### config.mk
export PLATFORM = sky130hd
export DESIGN_NAME = modbus_req_ctrl
export DESIGN_NICKNAME = d
export VERILOG_FILES = /design/src/rtl/modbus_req_ctrl_pkg.sv /design/src/rtl/modbus_rsp_mux.sv /design/src/rtl/modbus_req_ctrl.sv
export SDC_FILE = /design/constraint.sdc
export NUM_CORES = 1
export LEC_CHECK = 0
export BUFFER_PORTS_ARGS = -buffer_cell sky130_fd_sc_hd__buf_4
export CORE_MARGIN = 4
export CORE_UTILIZATION = 61
export DETAILED_ROUTE_END_ITERATION = 7
export GPL_TIMING_DRIVEN = 0
export PLACE_DENSITY = 0.8
export REMOVE_ABC_BUFFERS = 1
export SETUP_SLACK_MARGIN = 0.3
export SYNTH_ARGS = -nofsm -noshare
export SYNTH_HDL_FRONTEND = slang
export SYNTH_HIERARCHICAL = 1
export SYNTH_SLANG_ARGS = --single-unit
### constraint.sdc
create_clock -name clk_in -period 4.8 [get_ports clk_in]
set_input_delay 0.24 -clock clk_in [delete_from_list [all_inputs] [get_ports clk_in]]
set_output_delay 0.24 -clock clk_in [all_outputs]
set_load 0.02 [all_outputs]
### src/rtl/modbus_req_ctrl_pkg.sv
// Shared Modbus definitions: function/exception codes, controller states and response types.
package modbus_req_ctrl_pkg;

    localparam logic [7:0] FUNC_READ_HOLDING = 8'h03;
    localparam logic [7:0] FUNC_WRITE_SINGLE = 8'h06;

    localparam logic [7:0] EXC_ILLEGAL_FUNC  = 8'h01;
    localparam logic [7:0] EXC_ILLEGAL_ADDR  = 8'h02;
    localparam logic [7:0] EXC_ILLEGAL_VALUE = 8'h03;

    typedef enum logic [2:0] {
        StIdle,
        StCrcWait,
        StCheck,
        StWrite,
        StRead,
        StTx
    } state_e;

    typedef enum logic [1:0] {
        RspWrite,
        RspRead,
        RspExc
    } rsp_e;

    // Response length in bytes, excluding the CRC appended downstream.
    function automatic logic [7:0] rsp_len(rsp_e rsp, logic [7:0] qty);
        logic [7:0] len;
        case (rsp)
            RspWrite: len = 8'd6;
            RspRead:  len = 8'd3 + (qty << 1);
            default:  len = 8'd3;
        endcase
        return len;
    endfunction

endpackage

### src/rtl/modbus_rsp_mux.sv
// Response byte selector: maps the current byte index onto the response frame layout.
module modbus_rsp_mux
    import modbus_req_ctrl_pkg::*;
#(
    parameter logic [7:0]  ADDR    = 8'h01,
    parameter int unsigned MAX_QTY = 8
) (
    input  logic [7:0]               byte_idx,
    input  rsp_e                     rsp_type,
    input  logic [7:0]               func_code,
    input  logic [15:0]              addr,
    input  logic [15:0]              data,
    input  logic [7:0]               exc_code,
    input  logic [MAX_QTY-1:0][15:0] rd_buf,
    output logic [7:0]               tx_byte
);

    logic [7:0]  data_idx;
    logic [15:0] word;

    assign data_idx = byte_idx - 8'd3;

    always_comb begin
        word = 16'h0000;
        for (int i = 0; i < int'(MAX_QTY); i++) begin
            if (data_idx[7:1] == 7'(i)) word = rd_buf[i];
        end
    end

    always_comb begin
        tx_byte = 8'h00;
        if (byte_idx == 8'd0) begin
            tx_byte = ADDR;
        end else if (byte_idx == 8'd1) begin
            tx_byte = (rsp_type == RspExc) ? (func_code | 8'h80) : func_code;
        end else begin
            case (rsp_type)
                RspWrite: begin
                    case (byte_idx)
                        8'd2:    tx_byte = addr[15:8];
                        8'd3:    tx_byte = addr[7:0];
                        8'd4:    tx_byte = data[15:8];
                        8'd5:    tx_byte = data[7:0];
                        default: tx_byte = 8'h00;
                    endcase
                end
                RspRead: begin
                    if (byte_idx == 8'd2) tx_byte = {data[6:0], 1'b0};
                    else                  tx_byte = data_idx[0] ? word[7:0] : word[15:8];
                end
                default: begin
                    if (byte_idx == 8'd2) tx_byte = exc_code;
                end
            endcase
        end
    end

endmodule

### src/rtl/modbus_req_ctrl.sv
// Modbus slave request controller for functions 0x03/0x06: validates, accesses registers,
// and streams the response frame (without CRC) to the frame transmitter.
module modbus_req_ctrl
    import modbus_req_ctrl_pkg::*;
#(
    parameter logic [7:0]  ADDR    = 8'h01,
    parameter int unsigned REG_NUM = 16,
    parameter int unsigned MAX_QTY = 8
) (
    input  logic        clk_in,
    input  logic        rst_n_in,
    input  logic        rx_message_done,
    input  logic [7:0]  func_code,
    input  logic [15:0] addr,
    input  logic [15:0] data,
    input  logic        crc_done,
    input  logic        crc_ok,
    output logic        reg_rd_en,
    output logic        reg_wr_en,
    output logic [7:0]  reg_addr,
    output logic [15:0] reg_wdata,
    input  logic [15:0] reg_rdata,
    output logic        tx_valid,
    input  logic        tx_ready,
    output logic [7:0]  tx_byte,
    output logic        tx_last,
    output logic        busy
);

    state_e                   state_q;
    rsp_e                     rsp_q;
    logic [7:0]               func_q;
    logic [15:0]              addr_q;
    logic [15:0]              data_q;
    logic [7:0]               exc_q;
    logic [7:0]               idx_q;
    logic [7:0]               iss_q;
    logic [7:0]               cap_q;
    logic                     pend_q;
    logic [MAX_QTY-1:0][15:0] rd_buf_q;

    logic        is_rd;
    logic        is_wr;
    logic [16:0] end_addr;
    logic [7:0]  chk_exc;
    logic [7:0]  last_idx;
    logic [7:0]  mux_byte;

    assign is_rd    = (func_q == FUNC_READ_HOLDING);
    assign is_wr    = (func_q == FUNC_WRITE_SINGLE);
    // 17-bit sum so addr+qty near 0xFFFF cannot wrap into range.
    assign end_addr = {1'b0, addr_q} + {1'b0, data_q};
    assign last_idx = rsp_len(rsp_q, data_q[7:0]) - 8'd1;

    always_comb begin
        chk_exc = 8'h00;
        if (!is_rd && !is_wr) begin
            chk_exc = EXC_ILLEGAL_FUNC;
        end else if (is_rd && (data_q == 16'd0 || data_q > 16'(MAX_QTY))) begin
            chk_exc = EXC_ILLEGAL_VALUE;
        end else if ((is_rd && end_addr > 17'(REG_NUM)) ||
                     (is_wr && {1'b0, addr_q} >= 17'(REG_NUM))) begin
            chk_exc = EXC_ILLEGAL_ADDR;
        end
    end

    always_ff @(posedge clk_in or negedge rst_n_in) begin
        if (!rst_n_in) begin
            state_q   <= StIdle;
            rsp_q     <= RspWrite;
            func_q    <= 8'h00;
            addr_q    <= 16'h0000;
            data_q    <= 16'h0000;
            exc_q     <= 8'h00;
            idx_q     <= 8'h00;
            iss_q     <= 8'h00;
            cap_q     <= 8'h00;
            pend_q    <= 1'b0;
            rd_buf_q  <= '0;
            reg_rd_en <= 1'b0;
            reg_wr_en <= 1'b0;
            reg_addr  <= 8'h00;
            reg_wdata <= 16'h0000;
            tx_valid  <= 1'b0;
        end else begin
            pend_q <= reg_rd_en;
            case (state_q)
                StIdle: begin
                    if (rx_message_done) begin
                        func_q  <= func_code;
                        addr_q  <= addr;
                        data_q  <= data;
                        state_q <= StCrcWait;
                    end
                end
                StCrcWait: begin
                    if (crc_done) state_q <= crc_ok ? StCheck : StIdle;
                end
                StCheck: begin
                    if (chk_exc != 8'h00) begin
                        exc_q    <= chk_exc;
                        rsp_q    <= RspExc;
                        idx_q    <= 8'h00;
                        tx_valid <= 1'b1;
                        state_q  <= StTx;
                    end else if (is_rd) begin
                        rsp_q     <= RspRead;
                        reg_rd_en <= 1'b1;
                        reg_addr  <= addr_q[7:0];
                        iss_q     <= 8'd1;
                        cap_q     <= 8'd0;
                        state_q   <= StRead;
                    end else begin
                        rsp_q     <= RspWrite;
                        reg_wr_en <= 1'b1;
                        reg_addr  <= addr_q[7:0];
                        reg_wdata <= data_q;
                        state_q   <= StWrite;
                    end
                end
                StWrite: begin
                    reg_wr_en <= 1'b0;
                    idx_q     <= 8'h00;
                    tx_valid  <= 1'b1;
                    state_q   <= StTx;
                end
                StRead: begin
                    if (iss_q < data_q[7:0]) begin
                        reg_rd_en <= 1'b1;
                        reg_addr  <= addr_q[7:0] + iss_q;
                        iss_q     <= iss_q + 8'd1;
                    end else begin
                        reg_rd_en <= 1'b0;
                    end
                    // reg_rdata belongs to the strobe issued one cycle earlier.
                    if (pend_q) begin
                        for (int i = 0; i < int'(MAX_QTY); i++) begin
                            if (cap_q == 8'(i)) rd_buf_q[i] <= reg_rdata;
                        end
                        cap_q <= cap_q + 8'd1;
                        if (cap_q == data_q[7:0] - 8'd1) begin
                            idx_q    <= 8'h00;
                            tx_valid <= 1'b1;
                            state_q  <= StTx;
                        end
                    end
                end
                StTx: begin
                    if (tx_ready) begin
                        if (idx_q == last_idx) begin
                            tx_valid <= 1'b0;
                            idx_q    <= 8'h00;
                            state_q  <= StIdle;
                        end else begin
                            idx_q <= idx_q + 8'd1;
                        end
                    end
                end
                default: state_q <= StIdle;
            endcase
        end
    end

    modbus_rsp_mux #(
        .ADDR    (ADDR),
        .MAX_QTY (MAX_QTY)
    ) u_rsp_mux (
        .byte_idx  (idx_q),
        .rsp_type  (rsp_q),
        .func_code (func_q),
        .addr      (addr_q),
        .data      (data_q),
        .exc_code  (exc_q),
        .rd_buf    (rd_buf_q),
        .tx_byte   (mux_byte)
    );

    assign tx_byte = tx_valid ? mux_byte : 8'h00;
    assign tx_last = tx_valid && (idx_q == last_idx);
    assign busy    = (state_q != StIdle);

endmodule

==> run_results.csv <==
group,metric,value,unit
logic_synthesis,synth-seq-cells,227,
min_path,worst_hold_path_type,"in -> reg",
worst_setup_path,critical_path_arrival,4.11,ns
clock_tree,cts-buffers-inserted,25,
sta,worst_pin_slew,1.18,ns
logic_synthesis,synth_flop_cell,"dfrtp_1",
route,vias,10800,
die,rows,53,
route,routed_wl,37400,um
sta,grt_setup_unrepaired,"no",
logic_synthesis,synth_area_leaders,"dfrtp_1 (43%), mux2_2 (16%), ha_1 (4.2%), nand2_1 (2.8%), o21ai_0 (2.2%)",
logic_synthesis,synth-edff-count,0,
global_routing,grt_pass1_vias,10800,
placed_design,gp_congestion,0.964,
global_routing,grt_max_degree,124,
worst_setup_path,crit_start,"idx_q[4]",
worst_setup_path,r2r_end,"cap_q[0]",
pwr,ir_drop,0.000281,V
die,dieArea,24100,um^2
sta,clock_skew,0.0163,ns
clock_tree,cts_tree,"done",
global_routing,grt_first_pass_wirelength,58700,um
global_routing,grt.total_usage,30.4,%
worst_setup_path,end_kind,"output pin",
placed_design,post_dp_cell_area,14200,um^2
worst_setup_path,worstSetupPathType,"reg -> out",
clock_tree,insertion_delay,0.54,ns
clock_tree,cts-root-buf,"clkbuf_16",
finish,drive_gt1_share,28.0,%
finish,final_util,74.2,%
logic_synthesis,synth.avg_cell_area,10.7,um^2
logic_synthesis,async_flop_share,100,%
route,wl_per_cell,22.5,um
logic_synthesis,yosys-top-cells-count,"dfrtp_1 (227), mux2_2 (185), nand2_1 (98), nor2_1 (67), o21ai_0 (59)",
finish,n_fill_cell,1390,
logic_synthesis,synth_most_common_cell,"dfrtp_1",
worst_setup_path,r2r_cells,11,
logic_synthesis,yosysTopAreaCell,"dfrtp_1",
route,antenna_left,0,
die,die_w,155,um
logic_synthesis,syn_area,13200,um^2
die,num_io_pins,99,
route,drt_pass1_iterations,7,
worst_setup_path,crit_cells,8,
route,initialDrtViolationCount,975,
logic_synthesis,yosysTopAreaCellShare,42.9,%
sta,fmax,230,MHz
logic_synthesis,yosysSeqAreaShare,42.9,%
pwr,p_leak,6.71,nW
worst_setup_path,cpPeakStageDelay,0.79,ns
logic_synthesis,yosys_warnings,6,
pwr,power_density,261,nW/um^2
clock_tree,cts_sinks,227,
worst_setup_path,worst-path-max-fanout,11,
sta,setup_viol,0,
worst_setup_path,slowest_stage,"or4_1",
worst_setup_path,cp-start-kind,"flip-flop",
global_routing,grt_overflow,0,
logic_synthesis,yosys.cell_types.count,91,
route,route.detailed.drc,0,
worst_setup_path,critical-path-top-delay-family,"simple AND/OR/NAND/NOR gates",
job,cap_violations,0,
die,die_h,155,um
clock_tree,htree_levels,1,
route,vias_per_cell,6.48,
placed_design,numPortBuffers,98,
sta,max-slew-margin-rel,21.1,%
worst_setup_path,worstPathRequired,4.56,ns
die,core,21200,um^2
clock_tree,cts_max_path_buffers,3,
worst_setup_path,r2r-start,"data_q[0]",
clock_tree,path_clk_slew,0.06,ns
finish,final_area,15700,um^2
sta,final-hold-violation-count,0,
finish,areaGrowthSynthToFinish,18.6,%
sta,drv_slew,0,
finish,finalNetCount,1480,
logic_synthesis,synth_cells,1234,
global_routing,antenna_found_initial,0,
run_status,outcome,"finished, final reports clean",
placed_design,place_hpwl,24700,um
worst_setup_path,rrSetupSlack,0.69,ns
sta,timing.final.crit_share,90.6,%
sta,post-route-min-period,4.35,ns
worst_setup_path,crit_chain,"or4_1, nor3_1, a221o_1, nand3_1, or4_1, nand3_1, and2_1, buf_4",
min_path,hold_start,"tx_ready",
worst_setup_path,critPathBufInv,1,
die,initial_utilization,62.6,%
worst_setup_path,crit_end,"tx_byte[2]",
==> power breakdown <==
part           total [W]  switching, W  internal, W  leakage, nW
Clock            0.00190      0.000791      0.00110        0.397
Sequential       0.00200     0.0000305      0.00197         2.72
Combinational   0.000205     0.0000891     0.000116         3.60
Total            0.00410      0.000911      0.00319         6.71
==> cells in the final DEF, fill, tap and decap left out, types with 13 or more instances in the layout <==
| cell type | n |
|---|---|
| dfrtp_1 | 225 |
| mux2_2 | 185 |
| buf_4 | 99 |
| nand2_1 | 98 |
| nor2_1 | 60 |
| o21ai_0 | 59 |
| dlygate4sd3_1 | 57 |
| inv_1 | 42 |
| ha_1 | 42 |
| a21oi_1 | 39 |
| nand3_1 | 32 |
| nor3_1 | 28 |
| xor2_1 | 27 |
| clkbuf_16 | 25 |
| xnor2_1 | 20 |
| mux2i_1 | 17 |
| a22oi_1 | 16 |
| a21o_1 | 14 |
| a31oi_1 | 14 |
| nor4_1 | 13 |
==> worst min-delay path, stage by stage <==
cell and delay (ns):
buf_4 0.09, and3_2 0.16, o21ai_0 0.06
==> sequential cells by signal, indices dropped and copies added (netlist names), 2 cells and up <==
name       flops
idx_q          8
addr_q        16
rd_buf_q     128
reg_addr       8
iss_q          8
rsp_q          2
state_q        3
exc_q          2
data_q        16
cap_q          8
func_q         8
reg_wdata     16
==> cell type report <==
class,count,area [um^2],share of cell area [%]
multi-input cells,908,7210,45.9
flip-flops and latches,227,5690,36.2
repair buffers,166,1480,9.45
clock buffers,34,679,4.33
well taps,275,344,2.19
inverters,44,170,1.08
clock inverters,10,123,0.781
diodes,1,2.50,0.0159
==> metal layers <==
metal  vias up  GRT usage [%]  wire [um]
met5         -              0          0
met2       554           52.4      18400
li1       4830              -          -
met1      5284           38.8      14500
met4         0           12.2       1580
met3       122           4.48       2990
==> per-stage QoR <==
step,power (W),cells,TNS (ns),setup slack [ns],hold WS (ns)
after floorplan,0.00209,1179,0,0.187,-0.0556
after global placement,0.00219,1552,-13.04,-2.14,0.445
after detailed placement,0.00220,1559,-4.59,-0.767,0.334
after CTS,0.00412,1660,0,0.308,0.0436
after global routing,0.00423,1664,0,0.355,0.0600
final,0.00410,1665,0,0.451,0.0582
==> how the worst min path moves through the flow <==
stage,depth (start not counted),endpoint
floorplan,0,addr_q[0]
global placement,3,data_q[7]
detailed placement,1,rd_buf_q[24]
CTS,3,state_q[2]
global route,3,state_q[2]
finish,3,state_q[2]
==> repair_timing <==
item	in CTS	in global routing
endpoints found under the hold margin	253	0
hold buffers	57	0
buffers inserted	0	4
pin swaps	0	2
endpoints found under the setup margin	8	5
gates resized for setup	17	8
==> logic make-up (layout without fill, tap and decap cells) <==
logic type	count (synthesis)	count (layout)	share of synthesized area, %
other	1	7	0.0283
adder cells (fa/ha/maj)	46	46	4.46
flip-flops	227	227	42.9
AO/OA/AOI/OAI	262	262	14.1
AND/OR/NAND/NOR	330	330	12.5
buffers and inverters	104	254	3.84
multiplexers	213	213	18.8
XOR/XNOR	51	51	3.37
Power figures use the tool's default switching activity.
